--- config.mk ---
export PLATFORM = sky130hd
export DESIGN_NAME = axi_rd_arbiter_flat
export DESIGN_NICKNAME = d
export VERILOG_FILES = /design/src/rtl/axi_arb_pkg.sv /design/src/rtl/axi_rd_arbiter_if.sv /design/src/rtl/arb_grant.sv /design/src/rtl/axi_rd_arbiter.sv /design/src/flat_wrapper.sv
export SDC_FILE = /design/constraint.sdc
export NUM_CORES = 1
export LEC_CHECK = 0
export BUFFER_PORTS_ARGS = -buffer_cell sky130_fd_sc_hd__buf_2
export CORE_AREA = 5 5 90 92
export DETAILED_ROUTE_END_ITERATION = 10
export DIE_AREA = 0 0 95 97
export MAX_ROUTING_LAYER = met4
export PLACE_DENSITY_LB_ADDON = 0.15
export RECOVER_POWER = 50
export SLEW_MARGIN = 0
export SYNTH_ARGS = -nofsm -noshare
export SYNTH_HDL_FRONTEND = slang
export SYNTH_SLANG_ARGS = --single-unit
--- constraint.sdc ---
create_clock -name clk -period 4.5 [get_ports clk]
set_clock_uncertainty 0.1 [all_clocks]
set_input_delay 0.45 -clock clk [delete_from_list [all_inputs] [get_ports clk]]
set_output_delay 0.45 -clock clk [all_outputs]
set_load 0.02 [all_outputs]
--- src/rtl/axi_arb_pkg.sv ---
// ----------------------------------------------------------------------------
// axi_arb_pkg
// Shared constants and types for the two-requester AXI read arbiter.
//   ID_INST / ID_DATA     : AXI ids used for the inst and data caches
//   ARSIZE_W/ARBURST_INCR : fixed AR burst attributes (4-byte beats, INCR)
//   arb_state_e           : AR channel FSM encoding (IDLE / ADDR)
//   req_id()              : maps a requester select bit (0=inst, 1=data) to id
// ----------------------------------------------------------------------------
package axi_arb_pkg;

    localparam int          NUM_REQ      = 2;
    localparam logic [3:0]  ID_INST      = 4'd0;
    localparam logic [3:0]  ID_DATA      = 4'd1;
    localparam logic [2:0]  ARSIZE_W     = 3'b010;
    localparam logic [1:0]  ARBURST_INCR = 2'b01;

    typedef enum logic {
        ST_IDLE = 1'b0,
        ST_ADDR = 1'b1
    } arb_state_e;

    function automatic logic [3:0] req_id(input logic sel);
        return sel ? ID_DATA : ID_INST;
    endfunction

endpackage

--- src/rtl/axi_rd_arbiter_if.sv ---
// ----------------------------------------------------------------------------
// axi_rd_arbiter_if
// AXI read-address (AR) and read-data (R) channel bundle.
//   master : arbiter side (drives AR, rready)
//   slave  : memory side  (drives arready, R channel)
// ----------------------------------------------------------------------------
interface axi_rd_arbiter_if;
    logic [3:0]  arid;
    logic [31:0] araddr;
    logic [7:0]  arlen;
    logic [2:0]  arsize;
    logic [1:0]  arburst;
    logic        arvalid;
    logic        arready;
    logic [3:0]  rid;
    logic [31:0] rdata;
    logic        rlast;
    logic        rvalid;
    logic        rready;

    modport master (
        output arid, araddr, arlen, arsize, arburst, arvalid, rready,
        input  arready, rid, rdata, rlast, rvalid
    );

    modport slave (
        input  arid, araddr, arlen, arsize, arburst, arvalid, rready,
        output arready, rid, rdata, rlast, rvalid
    );
endinterface

--- src/rtl/arb_grant.sv ---
// ----------------------------------------------------------------------------
// arb_grant
// Combinational eligibility and priority select for the inst (bit 0) and
// data (bit 1) requesters.
//   i_req / i_busy / i_rdy_prev : per-requester request, busy, last-cycle rdy
//   o_any                       : at least one requester eligible
//   o_sel                       : winner, 0 = inst, 1 = data
// Build option ARB_RR_EN: round-robin on ties (adds clk, rst, i_hs, i_hs_sel
// and a one-bit "last granted" pointer). Otherwise data always wins a tie.
// ----------------------------------------------------------------------------
module arb_grant
    import axi_arb_pkg::*;
(
`ifdef ARB_RR_EN
    input  logic               clk,
    input  logic               rst,
    input  logic               i_hs,
    input  logic               i_hs_sel,
`endif
    input  logic [NUM_REQ-1:0] i_req,
    input  logic [NUM_REQ-1:0] i_busy,
    input  logic [NUM_REQ-1:0] i_rdy_prev,
    output logic               o_any,
    output logic               o_sel
);

    logic [NUM_REQ-1:0] w_elig;

    // A rdy pulse last cycle means the cache may still be dropping its req,
    // so that requester sits out one cycle.
    assign w_elig = i_req & ~i_busy & ~i_rdy_prev;
    assign o_any  = |w_elig;

`ifdef ARB_RR_EN
    // Pointer holds the requester granted at the most recent AR handshake;
    // reset value 0 (inst) makes data win the first tie.
    logic r_last;

    always_ff @(posedge clk) begin
        if (rst)
            r_last <= 1'b0;
        else if (i_hs)
            r_last <= i_hs_sel;
    end

    always_comb begin
        o_sel = w_elig[1];
        if (&w_elig)
            o_sel = ~r_last;
    end
`else
    assign o_sel = w_elig[1];
`endif

endmodule

--- src/rtl/axi_rd_arbiter.sv ---
// ----------------------------------------------------------------------------
// axi_rd_arbiter
// Shares one AXI read port between an instruction cache and a data cache.
// One outstanding burst per requester; R beats are routed back by rid.
//   clk, rst                    : clock, synchronous active-high reset
//   i_rd_* / d_rd_*             : cache read requests (req, addr, len, rdy)
//   i_ret_* / d_ret_*           : per-cache return beats (valid, last, data)
//   i_busy / d_busy             : requester has a burst outstanding
//   axi                         : AXI AR/R channels (master modport)
// Build option ARB_RR_EN: round-robin tie-break instead of data priority.
// ----------------------------------------------------------------------------
module axi_rd_arbiter
    import axi_arb_pkg::*;
(
    input  logic                clk,
    input  logic                rst,
    input  logic                i_rd_req,
    input  logic [31:0]         i_rd_addr,
    input  logic [3:0]          i_rd_len,
    output logic                i_rd_rdy,
    output logic                i_ret_valid,
    output logic                i_ret_last,
    output logic [31:0]         i_ret_data,
    input  logic                d_rd_req,
    input  logic [31:0]         d_rd_addr,
    input  logic [3:0]          d_rd_len,
    output logic                d_rd_rdy,
    output logic                d_ret_valid,
    output logic                d_ret_last,
    output logic [31:0]         d_ret_data,
    output logic                i_busy,
    output logic                d_busy,
    axi_rd_arbiter_if.master    axi
);

    arb_state_e          r_state, w_state_nxt;
    logic                r_grant;
    logic [31:0]         r_araddr;
    logic [7:0]          r_arlen;
    logic [3:0]          r_arid;
    logic [NUM_REQ-1:0]  r_busy;
    logic [NUM_REQ-1:0]  r_rdy_prev;
    logic [NUM_REQ-1:0]  w_rdy;
    logic                w_any, w_sel, w_hs, w_load, w_rlast_hs;

    assign w_hs       = (r_state == ST_ADDR) && axi.arready;
    assign w_rdy      = {w_hs && r_grant, w_hs && !r_grant};
    assign w_rlast_hs = axi.rvalid && axi.rready && axi.rlast;

    arb_grant u_grant (
`ifdef ARB_RR_EN
        .clk        (clk),
        .rst        (rst),
        .i_hs       (w_hs),
        .i_hs_sel   (r_grant),
`endif
        .i_req      ({d_rd_req, i_rd_req}),
        .i_busy     (r_busy),
        .i_rdy_prev (r_rdy_prev),
        .o_any      (w_any),
        .o_sel      (w_sel)
    );

    always_comb begin
        w_state_nxt = r_state;
        w_load      = 1'b0;
        case (r_state)
            ST_IDLE: begin
                if (w_any) begin
                    w_state_nxt = ST_ADDR;
                    w_load      = 1'b1;
                end
            end
            ST_ADDR: begin
                if (axi.arready)
                    w_state_nxt = ST_IDLE;
            end
            default: w_state_nxt = ST_IDLE;
        endcase
    end

    // AR fields are captured at grant and held untouched through ADDR.
    always_ff @(posedge clk) begin
        if (rst) begin
            r_state    <= ST_IDLE;
            r_grant    <= 1'b0;
            r_araddr   <= '0;
            r_arlen    <= '0;
            r_arid     <= '0;
            r_rdy_prev <= '0;
        end else begin
            r_state    <= w_state_nxt;
            r_rdy_prev <= w_rdy;
            if (w_load) begin
                r_grant  <= w_sel;
                r_araddr <= w_sel ? d_rd_addr : i_rd_addr;
                r_arlen  <= {4'b0, (w_sel ? d_rd_len : i_rd_len)};
                r_arid   <= req_id(w_sel);
            end
        end
    end

    // Set wins over clear: a requester cannot legally see its own rlast in
    // the cycle its next AR is accepted, so the order only matters for
    // misbehaving slaves. Unknown rids never touch the flags.
    always_ff @(posedge clk) begin
        if (rst) begin
            r_busy <= '0;
        end else begin
            for (int k = 0; k < NUM_REQ; k++) begin
                if (w_rlast_hs && axi.rid == req_id(1'(k)))
                    r_busy[k] <= 1'b0;
                if (w_rdy[k])
                    r_busy[k] <= 1'b1;
            end
        end
    end

    assign axi.arvalid = (r_state == ST_ADDR);
    assign axi.araddr  = r_araddr;
    assign axi.arlen   = r_arlen;
    assign axi.arid    = r_arid;
    assign axi.arsize  = ARSIZE_W;
    assign axi.arburst = ARBURST_INCR;
    assign axi.rready  = 1'b1;

    assign i_rd_rdy    = w_rdy[0];
    assign d_rd_rdy    = w_rdy[1];
    assign i_busy      = r_busy[0];
    assign d_busy      = r_busy[1];

    // Return path is pure wiring; routing ignores reset and FSM state.
    assign i_ret_valid = axi.rvalid && (axi.rid == ID_INST);
    assign d_ret_valid = axi.rvalid && (axi.rid == ID_DATA);
    assign i_ret_last  = axi.rlast;
    assign d_ret_last  = axi.rlast;
    assign i_ret_data  = axi.rdata;
    assign d_ret_data  = axi.rdata;

endmodule

--- src/flat_wrapper.sv ---
// flat-port wrapper written by rule: the top's interface ports become plain ports
module axi_rd_arbiter_flat import axi_arb_pkg::*;
  (clk, rst, i_rd_req, i_rd_addr, i_rd_len, i_rd_rdy, i_ret_valid, i_ret_last, i_ret_data, d_rd_req, d_rd_addr, d_rd_len, d_rd_rdy, d_ret_valid, d_ret_last, d_ret_data, i_busy, d_busy, axi_arid, axi_araddr, axi_arlen, axi_arsize, axi_arburst, axi_arvalid, axi_rready, axi_arready, axi_rid, axi_rdata, axi_rlast, axi_rvalid);
  axi_rd_arbiter_if axi_i ();
  input  logic clk;
  input  logic rst;
  input  logic i_rd_req;
  input  logic [31:0] i_rd_addr;
  input  logic [3:0] i_rd_len;
  output logic i_rd_rdy;
  output logic i_ret_valid;
  output logic i_ret_last;
  output logic [31:0] i_ret_data;
  input  logic d_rd_req;
  input  logic [31:0] d_rd_addr;
  input  logic [3:0] d_rd_len;
  output logic d_rd_rdy;
  output logic d_ret_valid;
  output logic d_ret_last;
  output logic [31:0] d_ret_data;
  output logic i_busy;
  output logic d_busy;
  output wire logic [$bits(axi_i.arid)-1:0] axi_arid;
  output wire logic [$bits(axi_i.araddr)-1:0] axi_araddr;
  output wire logic [$bits(axi_i.arlen)-1:0] axi_arlen;
  output wire logic [$bits(axi_i.arsize)-1:0] axi_arsize;
  output wire logic [$bits(axi_i.arburst)-1:0] axi_arburst;
  output wire logic [$bits(axi_i.arvalid)-1:0] axi_arvalid;
  output wire logic [$bits(axi_i.rready)-1:0] axi_rready;
  input wire logic [$bits(axi_i.arready)-1:0] axi_arready;
  input wire logic [$bits(axi_i.rid)-1:0] axi_rid;
  input wire logic [$bits(axi_i.rdata)-1:0] axi_rdata;
  input wire logic [$bits(axi_i.rlast)-1:0] axi_rlast;
  input wire logic [$bits(axi_i.rvalid)-1:0] axi_rvalid;
  assign axi_arid = axi_i.arid;
  assign axi_araddr = axi_i.araddr;
  assign axi_arlen = axi_i.arlen;
  assign axi_arsize = axi_i.arsize;
  assign axi_arburst = axi_i.arburst;
  assign axi_arvalid = axi_i.arvalid;
  assign axi_rready = axi_i.rready;
  assign axi_i.arready = axi_arready;
  assign axi_i.rid = axi_rid;
  assign axi_i.rdata = axi_rdata;
  assign axi_i.rlast = axi_rlast;
  assign axi_i.rvalid = axi_rvalid;
  axi_rd_arbiter u_core (.clk(clk), .rst(rst), .i_rd_req(i_rd_req), .i_rd_addr(i_rd_addr), .i_rd_len(i_rd_len), .i_rd_rdy(i_rd_rdy), .i_ret_valid(i_ret_valid), .i_ret_last(i_ret_last), .i_ret_data(i_ret_data), .d_rd_req(d_rd_req), .d_rd_addr(d_rd_addr), .d_rd_len(d_rd_len), .d_rd_rdy(d_rd_rdy), .d_ret_valid(d_ret_valid), .d_ret_last(d_ret_last), .d_ret_data(d_ret_data), .i_busy(i_busy), .d_busy(d_busy), .axi(axi_i));
endmodule
==> key figures, run 1 <==
Routing
  – Vias per inst: ~4.8
  – # DRC: 0
  – Routed WL: a little over 7 mm
  – Detail Route Antenna Nets: 0
  – Via count: 2254
  – DR WL/cell: 15.2 um
  – Initial DRT Pass Iterations: 4
  – Number of DRC markers in iteration 0: 103

Synth
  – Syn_area_per_cell: between 8 and 9 um2
  – Mux contribution to synthesized area: 0
  – Sequential fraction of the synthesis area: 0.302
  – Async SR Flop Fraction: 0
  – Largest family of logic cells by synthesized area: buffers and inverters
  – Number of synthesis warnings: 0
  – Compound-Gate Fraction of Synth Area: 0.289
  – Cell accounting for the most synthesized area: dfxtp_1
  – Share of the synthesized area in the top cell type: 0.302
  – Synth Area in Adders: 0
  – Post-Syn Area: 0.00278 mm2
  – Synth Instances: 321
  – Register bit count reported by yosys: 42
  – Top_reg_cell synth: dfxtp_1
  – Largest cells by area after synthesis: dfxtp_1 (30%), buf_4 (22%), a221oi_2 (16%)
  – Synth Area in Simple Gates: 0.0935
  – Distinct cells, synth: 28
  – Number of synthesized flops with an enable pin: 0
  – XOR/XNOR share of the synthesized area: 0

Worst setup path
  – Delay of the slowest cell on the worst path: 960 ps
  – Reg2Reg Setup Slack: 2080 ps
  – Cells along the critical path: or4b_1, buf_4, and2_2, a221oi_1
  – CP arrival: between 2000 and 2500 ps
  – R2r startpoint: u_core.r_busy[1]$_SDFFE_PP0P_
  – CP max-delay cell: and2_2
  – Worst setup path endpoint: u_core.axi.araddr[9]$_SDFFE_PP0P_
  – CP endpoint kind: register
  – Critical path required time: 4510 ps
  – CP Launch Type: register
  – Crit path max fanout: 39
  – CP Launch Point: u_core.r_busy[1]$_SDFFE_PP0P_
  – Reg2Reg Depth: 4
  – Kind of critical path: register to register
  – Reg-to-Reg End: u_core.axi.araddr[9]$_SDFFE_PP0P_

Final layout
  – Layout cells sized above 1: 0.444
  – Fillers: between 700 and 800
  – Area of the multi-input gates: 0.00112 mm2
  – Area growth from synthesis to layout: 6.88%
  – Final instance area: 0.00298 mm2
  – Nets@finish: 481
  – Antenna cells: 0
  – Register area: 841 um2
  – Final design utilization: 0.417

Floorplanning
  – Die width: 95 um
  – Initial core utilization: 0.390
  – Die H: slightly below 100 um
  – Top Ports: around 240
  – Row Count: 31
  – Die area: 0.00922 mm2
  – Core Area: 0.00714 mm2

Pwr
  – PwrDens: 350 mW/mm2
  – Net Sw Power: ~0.38 mW
  – Int Power: 0.666 mW
  – Peak supply drop: 0.000150 V
  – Leak: 1.44 nW
  – Overall Power: about 1.0 mW
  – Clock share of power: 0.252
  – Sequential power share: 0.421
  – Combinational Power Share: 0.327
  – Switch share: 0.361

Global routing
  – GR Util met3: 0.0434
  – GRT met2 Usage: 0.241
  – Total GRT Usage: 0.152
  – Largest net degree at the start of global routing: 43
  – Met1 Use GR: 0.184
  – Vias in the first global route: 2300
  – Grt ovf: 0
  – Busiest grt layer: met2
  – Initial antenna violation count: 0
  – First-pass GRT wire length: 11.1 mm

Outcome
  – Status: completed

Timing
  – Final Hold Vio Count: 0
  – Slew HR: 0.242
  – Pins Over Slew Limit: 0
  – Final setup viols: 0
  – Worst Tran Pin Value: 1140 ps
  – Maximum clock frequency: 413 MHz
  – Crit path time final: 2420 ps
  – Setup TNS: 0 ps
  – RSZ-0062 raised after global routing: false
  – Final setup margin: roughly 2100 ps
  – Final period utilization: 0.539

Clock tree
  – Setup bufs post-CTS: 0
  – Reg clk slew, reported paths: about 90 ps
  – CTS root buffer: clkbuf_8
  – CTS sink count: 42
  – H-Tree Level Count: 2
  – Hold Buf Count CTS: 0
  – Clk_lat worst skew: between 200 and 300 ps
  – Clk buf depth: 2
  – Number of buffers created by CTS: 5
  – Post-cts sizing count: 0
  – CTS tree: done

Placement
  – Post-Place Cell Area: a little under 0.003 mm2
  – GP Congestion: about 0.72
  – PortBufs: 128
  – Detailed Place HPWL: ~4.9 mm
  – Pre-CTS setup slack: 1910 ps

Hold path
  – Hold crit path type: input pin to register

Flow run
  – Maxcap violations: 0
-- flip-flops by register name (all words and copies together), names as in the netlist --
register,cells
u_core.axi.araddr,32
u_core.r_rdy_prev,2
u_core.axi.arlen,4
u_core.r_busy,2
u_core.axi.arvalid,1
u_core.axi.arid,1
-- layout make-up --
cell class,count,area share
multi-input combinational,147,0.377
sequential,42,0.283
timing repair buffer,131,0.218
inverter,39,0.0492
tap,99,0.0416
clock buffer,6,0.0278
clock inverter,2,0.00421
-- through the flow --
stage          instances  hold slack (ps)
2_1_floorplan        332              373
3_3_place_gp         458              347
3_5_place_dp         458              347
4_1_cts              466              285
5_1_grt              466              279
6_report             466              298
-- metal layers --
| metal | routed length, um | vias to the layer above |
|---|---|---|
| met1 | 3030 | 1034 |
| met4 | 115 | 0 |
| met5 | 0 | - |
| met2 | 3240 | 103 |
| li1 | - | 1097 |
| met3 | 690 | 20 |
-- power groups by stage --
stage | Combinational, mW | Clock [mW] | Sequential (mW)
3_3_place_gp | 0.347 | 0 | 0.447
2_1_floorplan | 0.287 | 0 | 0.498
4_1_cts | 0.348 | 0.275 | 0.439
3_5_place_dp | 0.348 | 0 | 0.448
5_1_grt | 0.374 | 0.286 | 0.445
6_report | 0.341 | 0.262 | 0.439
-- critical path: cells and delay by family, from the launching register on --
family                 cells  cell delay (ps)
AOI/OAI and AO/OA          1              220
DFF                        1              430
buffers and inverters      1              370
and+or+nand+nor            2             1110
-- cell families (layout without fill, tap and decap cells) --
logic type	after synthesis	in the layout
buffers and inverters	143	178
DFF	42	42
other	2	13
AOI/OAI and AO/OA	78	78
and+or+nand+nor	56	56
-- Yosys cell counts, types with 2 or more instances --
master     n
buf_4     80
dfxtp_1   42
nand2_1   41
inv_1     39
a22oi_1   35
a221oi_2  30
clkbuf_1  16
a221oi_1   5
buf_6      4
a21oi_1    3
buf_2      3
nor2_1     3
conb_1     2
nor3b_1    2
o21ai_0    2
or4b_1     2
-- cell usage in the layout, fill, tap and decap left out --
cell type | netlist | layout
or2_2 | 1 | 1
nor3b_4 | 0 | 1
a31oi_1 | 1 | 1
nand2_1 | 41 | 41
conb_1 | 2 | 13
nor3_1 | 1 | 1
or4b_1 | 2 | 2
buf_4 | 80 | 3
a31o_2 | 1 | 1
clkinv_2 | 0 | 1
or4b_2 | 1 | 1
and2_2 | 0 | 1
clkinvlp_4 | 0 | 1
o31ai_1 | 1 | 1
dfxtp_1 | 42 | 42
or3b_2 | 1 | 1
nor2_1 | 3 | 3
o21ai_0 | 2 | 2
clkbuf_1 | 16 | 12
inv_1 | 39 | 39
buf_2 | 3 | 116
nand3_1 | 1 | 1
a22oi_1 | 35 | 35
a221oi_2 | 30 | 30
a21oi_1 | 3 | 3
nor3b_1 | 2 | 2
clkbuf_8 | 0 | 6
nand2b_1 | 1 | 1
a221oi_1 | 5 | 5
-- worst min-delay path by stage --
stage,start,end,cells after the start
floorplan,u_core.axi.arid[0]$_SDFFE_PP0P_,u_core.r_rdy_prev[0]$_SDFF_PP0_,1
global placement,u_core.axi.araddr[26]$_SDFFE_PP0P_,u_core.axi.araddr[26]$_SDFFE_PP0P_,2
detailed placement,u_core.axi.araddr[19]$_SDFFE_PP0P_,u_core.axi.araddr[19]$_SDFFE_PP0P_,2
CTS,i_rd_addr[26],u_core.axi.araddr[26]$_SDFFE_PP0P_,3
global route,i_rd_addr[27],u_core.axi.araddr[27]$_SDFFE_PP0P_,3
finish,i_rd_addr[28],u_core.axi.araddr[28]$_SDFFE_PP0P_,3
(Power assumes the default switching activity.)
==> run 2, diff against run 1 <==
--- a/config.mk
+++ b/config.mk
@@ -5,10 +5,11 @@
 export SDC_FILE = /design/constraint.sdc
 export NUM_CORES = 1
 export LEC_CHECK = 0
+export ABC_AREA = 1
 export BUFFER_PORTS_ARGS = -buffer_cell sky130_fd_sc_hd__buf_2
-export CORE_AREA = 5 5 90 92
+export CORE_MARGIN = 5
+export CORE_UTILIZATION = 35
 export DETAILED_ROUTE_END_ITERATION = 10
-export DIE_AREA = 0 0 95 97
 export MAX_ROUTING_LAYER = met4
 export PLACE_DENSITY_LB_ADDON = 0.15
 export RECOVER_POWER = 50
==> constraint.sdc (replaced) <==
create_clock -name clk -period 2 [get_ports clk]
set_clock_uncertainty 0.1 [all_clocks]
set_input_delay 0.2 -clock clk [delete_from_list [all_inputs] [get_ports clk]]
set_output_delay 0.2 -clock clk [all_outputs]
set_load 0.02 [all_outputs]
==> key figures, run 2 <==
Global routing
  – GR Util met3: 0.0415
  – Grt ovf: 0
  – Vias in the first global route: about 2500
  – Met1 Use GR: 0.167
  – Busiest grt layer: met2
  – Initial antenna violation count: 0
  – Largest net degree at the start of global routing: 39
  – First-pass GRT wire length: 11.4 mm
  – Total GRT Usage: 0.142
  – GRT met2 Usage: 0.229

Pwr
  – PwrDens: roughly 770 mW/mm2
  – Leak: 1.86 nW
  – Peak supply drop: 0.000249 V

Final layout
  – Area growth from synthesis to layout: 8.38%
  – Max reg flops: 32
  – Final instance area: 0.00311 mm2
  – Layout cells sized above 1: 0.264
  – Antenna cells: 0
  – Commonest non-fill, non-tap cell in the layout: nand2_1
  – Commonest non-fill, non-tap cells in the layout: nand2_1 (151), buf_2 (120), nor2_1 (81)
  – Nets@finish: 636

Worst setup path
  – Critical path required time: 2090 ps
  – R2r startpoint: u_core.r_busy[1]$_SDFFE_PP0P_
  – CP arrival: 1640 ps
  – CP endpoint kind: register
  – Reg-to-Reg End: u_core.axi.araddr[14]$_SDFFE_PP0P_
  – Reg2Reg Depth: 8
  – Crit path max fanout: 38
  – Kind of critical path: register to register
  – Reg2Reg Setup Slack: 460 ps
  – CP Launch Type: register
  – CP Launch Point: u_core.r_busy[1]$_SDFFE_PP0P_

Timing
  – Setup TNS: 0 ps
  – Final setup viols: 0
  – RSZ-0062 raised after global routing: false
  – Final Hold Vio Count: 0
  – Maximum clock frequency: 648 MHz
  – Final period utilization: 0.772
  – Pins Over Slew Limit: 0
  – Final setup margin: 457 ps
  – Crit path time final: approximately 1500 ps

Placement
  – Post-Place Cell Area: 0.00301 mm2
  – Pre-CTS setup slack: approximately 440 ps
  – GP Congestion: 0.757
  – Detailed Place HPWL: between 5 and 6 mm
  – PortBufs: 128

Synth
  – Number of synthesized flops with an enable pin: 0
  – Post-Syn Area: 0.00287 mm2
  – Top-count cell post-synth: nand2_1
  – Synth Instances: about 470
  – Sequential fraction of the synthesis area: 0.293
  – Top_reg_cell synth: dfxtp_1
  – Largest cells by area after synthesis: dfxtp_1 (29%), buf_4 (21%), nand2_1 (20%)
  – Register bit count reported by yosys: 42
  – Cell accounting for the most synthesized area: dfxtp_1
  – Number of synthesis warnings: 0
  – Distinct cells, synth: 17
  – Syn_area_per_cell: slightly above 6 um2
  – Share of the synthesized area in the top cell type: 0.293
  – Async SR Flop Fraction: 0
  – Most frequent cells after synthesis: nand2_1 (152), buf_4 (82), nor2_1 (81)

Clock tree
  – CTS sink count: 42
  – CTS tree: done
  – Post-cts sizing count: 0
  – CTS root buffer: clkbuf_8
  – Reg clk slew, reported paths: about 80 ps
  – Hold Buf Count CTS: 0
  – Number of buffers created by CTS: 5
  – Setup bufs post-CTS: 0
  – Clk buf depth: 2
  – H-Tree Level Count: 2
  – Clk_lat worst skew: ~290 ps

Routing
  – DR WL/cell: 11.1 um
  – Detail Route Antenna Nets: 0
  – Vias per inst: approximately 4.2
  – Routed WL: 6.98 mm
  – Via count: 2634
  – # DRC: 0
  – Number of DRC markers in iteration 0: between 50 and 60
  – Initial DRT Pass Iterations: 4

Outcome
  – Status: completed

Floorplanning
  – Initial core utilization: 0.354
  – Die area: 0.0101 mm2
  – Row Count: 33
  – Die width: 101 um
  – Top Ports: 238
  – Core Area: 0.00809 mm2
  – Die H: 101 um

Hold path
  – Worst hold endpoint: u_core.axi.arid[0]$_SDFFE_PP0P_
  – Hold path cells: 2
  – Hold crit path type: input pin to register
  – Hold path start: rst

Flow run
  – Maxcap violations: 0
[run 2: cell count changes after synthesis, moves of 5 or more]
cell	previous run	this run
inv_1	39	44
buf_2	3	12
a221oi_2	30	0
nand2_1	41	152
a22oi_1	35	0
a221oi_1	5	0
nand3_1	1	39
clkbuf_1	16	6
nor2_1	3	81
[run 2: through the flow]
stage          instances  power [mW]   util  hold WS, ps
2_1_floorplan        482        1.72      -          169
3_3_place_gp         619        1.74  0.372          300
3_5_place_dp         619        1.75  0.372          300
4_1_cts              627        2.44  0.385         37.2
5_1_grt              627        2.57  0.384         44.1
6_report             627        2.39  0.384         46.3
[run 2: logic make-up after synthesis]
family	count (synthesis)	synth area share
and+or+nand+nor	275	0.382
other	2	0.00262
buffers and inverters	147	0.313
DFF	42	0.293
AOI/OAI and AO/OA	5	0.00916
[run 2: per-layer routing]
layer	part of all wire	up-vias
met2	0.46	104
met4	0.026	0
met3	0.088	24
li1	-	1398
met5	0	-
met1	0.43	1108
[run 2: critical path, cell delays in order (launching register included)]
cell and delay [ps]:
dfxtp_1 390, nor2_4 70, nand2_4 180, nand2_1 100
nand2_2 70, buf_4 330, nand2_1 90, nand2_1 70
nor2_1 40
[run 2: layout make-up]
| cell class | count | area (um2) |
|---|---|---|
| fillers | 942 | 4990 |
| multi-input cells | 293 | 1180 |
| flip-flops and latches | 42 | 841 |
| repair buffers | 135 | 683 |
| inverters | 44 | 165 |
| well taps | 105 | 131 |
| clock buffers | 5 | 68.8 |
| clock inverters | 3 | 40.0 |
[run 2: worst max path at each step]
stage / to / slack [ps] / cells past startpoint
after floorplan: u_core.axi.araddr[0]$_SDFFE_PP0P_ / 570 / 8
after detailed placement: u_core.axi.araddr[31]$_SDFFE_PP0P_ / 440 / 8
after CTS: u_core.axi.araddr[31]$_SDFFE_PP0P_ / 430 / 8
after global routing: u_core.axi.araddr[21]$_SDFFE_PP0P_ / 250 / 8
after global placement: u_core.axi.araddr[23]$_SDFFE_PP0P_ / 480 / 8
final: u_core.axi.araddr[14]$_SDFFE_PP0P_ / 460 / 8
[run 2: power breakdown]
part / internal [mW] / total [mW] / switching, mW / leakage (nW)
combinational: 0.258 / 0.732 / 0.474 / 1.46
clock: 0.368 / 0.673 / 0.305 / 0.0579
sequential: 0.934 / 0.981 / 0.0478 / 0.348
total: 1.56 / 2.39 / 0.827 / 1.86
==> run 3, diff against run 2 <==
==> constraint.sdc (replaced) <==
create_clock -name clk -period 1.3 [get_ports clk]
set_clock_uncertainty 0.1 [all_clocks]
set_input_delay 0.13 -clock clk [delete_from_list [all_inputs] [get_ports clk]]
set_output_delay 0.13 -clock clk [all_outputs]
set_load 0.02 [all_outputs]
==> key figures, run 3 (synthesis gave the netlist of run 2 again) <==
Routing
  – # DRC: 0
  – Detail Route Antenna Nets: 0
  – Vias per inst: 4.22
  – Number of DRC markers in iteration 0: 55
  – Initial DRT Pass Iterations: 4
  – Via count: 2664
  – DR WL/cell: 11.1 um
  – Routed WL: 7.02 mm

Placement
  – Placed cell count: 623
  – Post-Place Cell Area: 0.00307 mm2
  – GP Congestion: around 0.73
  – Detailed Place HPWL: 5.51 mm
  – PortBufs: 128
  – Pre-CTS setup slack: 46.6 ps

Pwr
  – Peak supply drop: 0.000467 V
  – Leak: about 1.9 nW
  – PwrDens: 1120 mW/mm2

Timing
  – Final setup margin: between 30 and 40 ps
  – RSZ-0062 raised after global routing: true
  – Final setup viols: 0
  – Final Hold Vio Count: 0
  – Crit path time final: 1270 ps
  – Final period utilization: 0.975
  – Maximum clock frequency: 789 MHz
  – Pins Over Slew Limit: 0

Clock tree
  – Reg clk slew, reported paths: ~80 ps
  – CTS sink count: 42
  – CTS root buffer: clkbuf_8
  – H-Tree Level Count: 2
  – CTS tree: done
  – Clk buf depth: 2
  – Number of buffers created by CTS: 5
  – Clk_lat worst skew: around 280 ps
  – Setup bufs post-CTS: 0

Global routing
  – Grt ovf: 0
  – First-pass GRT wire length: 11.4 mm
  – Vias in the first global route: 2588
  – Largest net degree at the start of global routing: 38
  – Initial antenna violation count: 0
  – Total GRT Usage: 0.141

Floorplanning
  – Core Area: 0.00809 mm2
  – Top Ports: roughly 240
  – Die area: 0.0101 mm2
  – Row Count: 33
  – Die H: between 100 and 150 um
  – Initial core utilization: 0.354
  – Die width: 101 um

Worst setup path
  – CP endpoint kind: register
  – CP Launch Type: register
  – Critical path required time: between 1000 and 1500 ps
  – Kind of critical path: register to register
  – CP arrival: 1390 ps
  – Crit path max fanout: 37

Final layout
  – Antenna cells: 0
  – Layout cells sized above 1: 0.298
  – Area growth from synthesis to layout: 11.3%
  – Max reg flops: 32
  – Fillers: 928
  – Commonest non-fill, non-tap cells in the layout: nand2_1 (150), buf_2 (126), nor2_1 (79)
  – Non-Filler Instances: 631
  – Final instance area: 0.00319 mm2
  – Commonest non-fill, non-tap cell in the layout: nand2_1
  – Nets@finish: 640
  – Final design utilization: 0.394

Outcome
  – Status: completed

Hold path
  – Hold crit path type: input pin to register

Flow run
  – Maxcap violations: 0
-- run 3: worst max-delay path: stages (launching register included) --
cell and delay, ps:
dfxtp_4 360, nor2_4 120, nand2_4 60, nand2_1 80, nand2_2 90, buf_12 180
nand2_1 70, nand2_1 40, nor2_1 90
-- run 3: what timing repair did --
| action | in CTS | in global routing |
|---|---|---|
| setup endpoints to repair | 2 | 40 |
| pin swaps | 0 | 1 |
| hold buffers | 1 | 0 |
| endpoints found under the hold margin | 3 | 0 |
| resized for setup | 2 | 10 |
-- run 3: path summary, 6_finish.rpt --
check / start / to / slack, ps / depth (start not counted)
setup / recovery: u_core.r_busy[1]$_SDFFE_PP0P_ / u_core.axi.arlen[0]$_SDFFE_PP0P_ / 30 / 8
hold / removal: axi_arready / u_core.axi.arvalid$_SDFF_PP0_ / 40 / 4
hold reg to reg: u_core.axi.araddr[7]$_SDFFE_PP0P_ / u_core.axi.araddr[7]$_SDFFE_PP0P_ / 410 / 4
setup reg to reg: u_core.r_busy[1]$_SDFFE_PP0P_ / u_core.axi.arlen[0]$_SDFFE_PP0P_ / 30 / 8
-- run 3: final cells by class --
type	instances	area, um2	area share
clock buffers	7	86.3	0.0270
clock inverters	1	5.00	0.00157
inverters	44	165	0.0517
multi-input cells	293	1190	0.374
flip-flops and latches	42	847	0.265
well taps	105	131	0.0412
repair buffers	139	763	0.239
-- run 3: metal layers --
layer,global-route usage,part of all wire,vias up
li1,-,-,1408
met1,0.163,0.42,1131
met2,0.233,0.46,100
met3,0.0394,0.092,25
met4,0.0518,0.024,0
met5,-,0,-
-- run 3: where the power goes --
| group | switching, mW | leakage [nW] | internal [mW] |
|---|---|---|---|
| logic | 0.743 | 1.51 | 0.441 |
| clock network | 0.441 | 0.0482 | 0.429 |
| registers | 0.0782 | 0.350 | 1.44 |
-- run 3: stage by stage --
| step | power, mW | TNS (ps) | hold WS, ps |
|---|---|---|---|
| detailed placement | 2.74 | 0 | 160 |
| global placement | 2.72 | 0 | 160 |
| CTS | 3.64 | -41.8 | 25.7 |
| floorplan | 2.66 | 0 | 99.1 |
| global route | 3.85 | -1190 | 44.3 |
| finish | 3.57 | 0 | 43.9 |
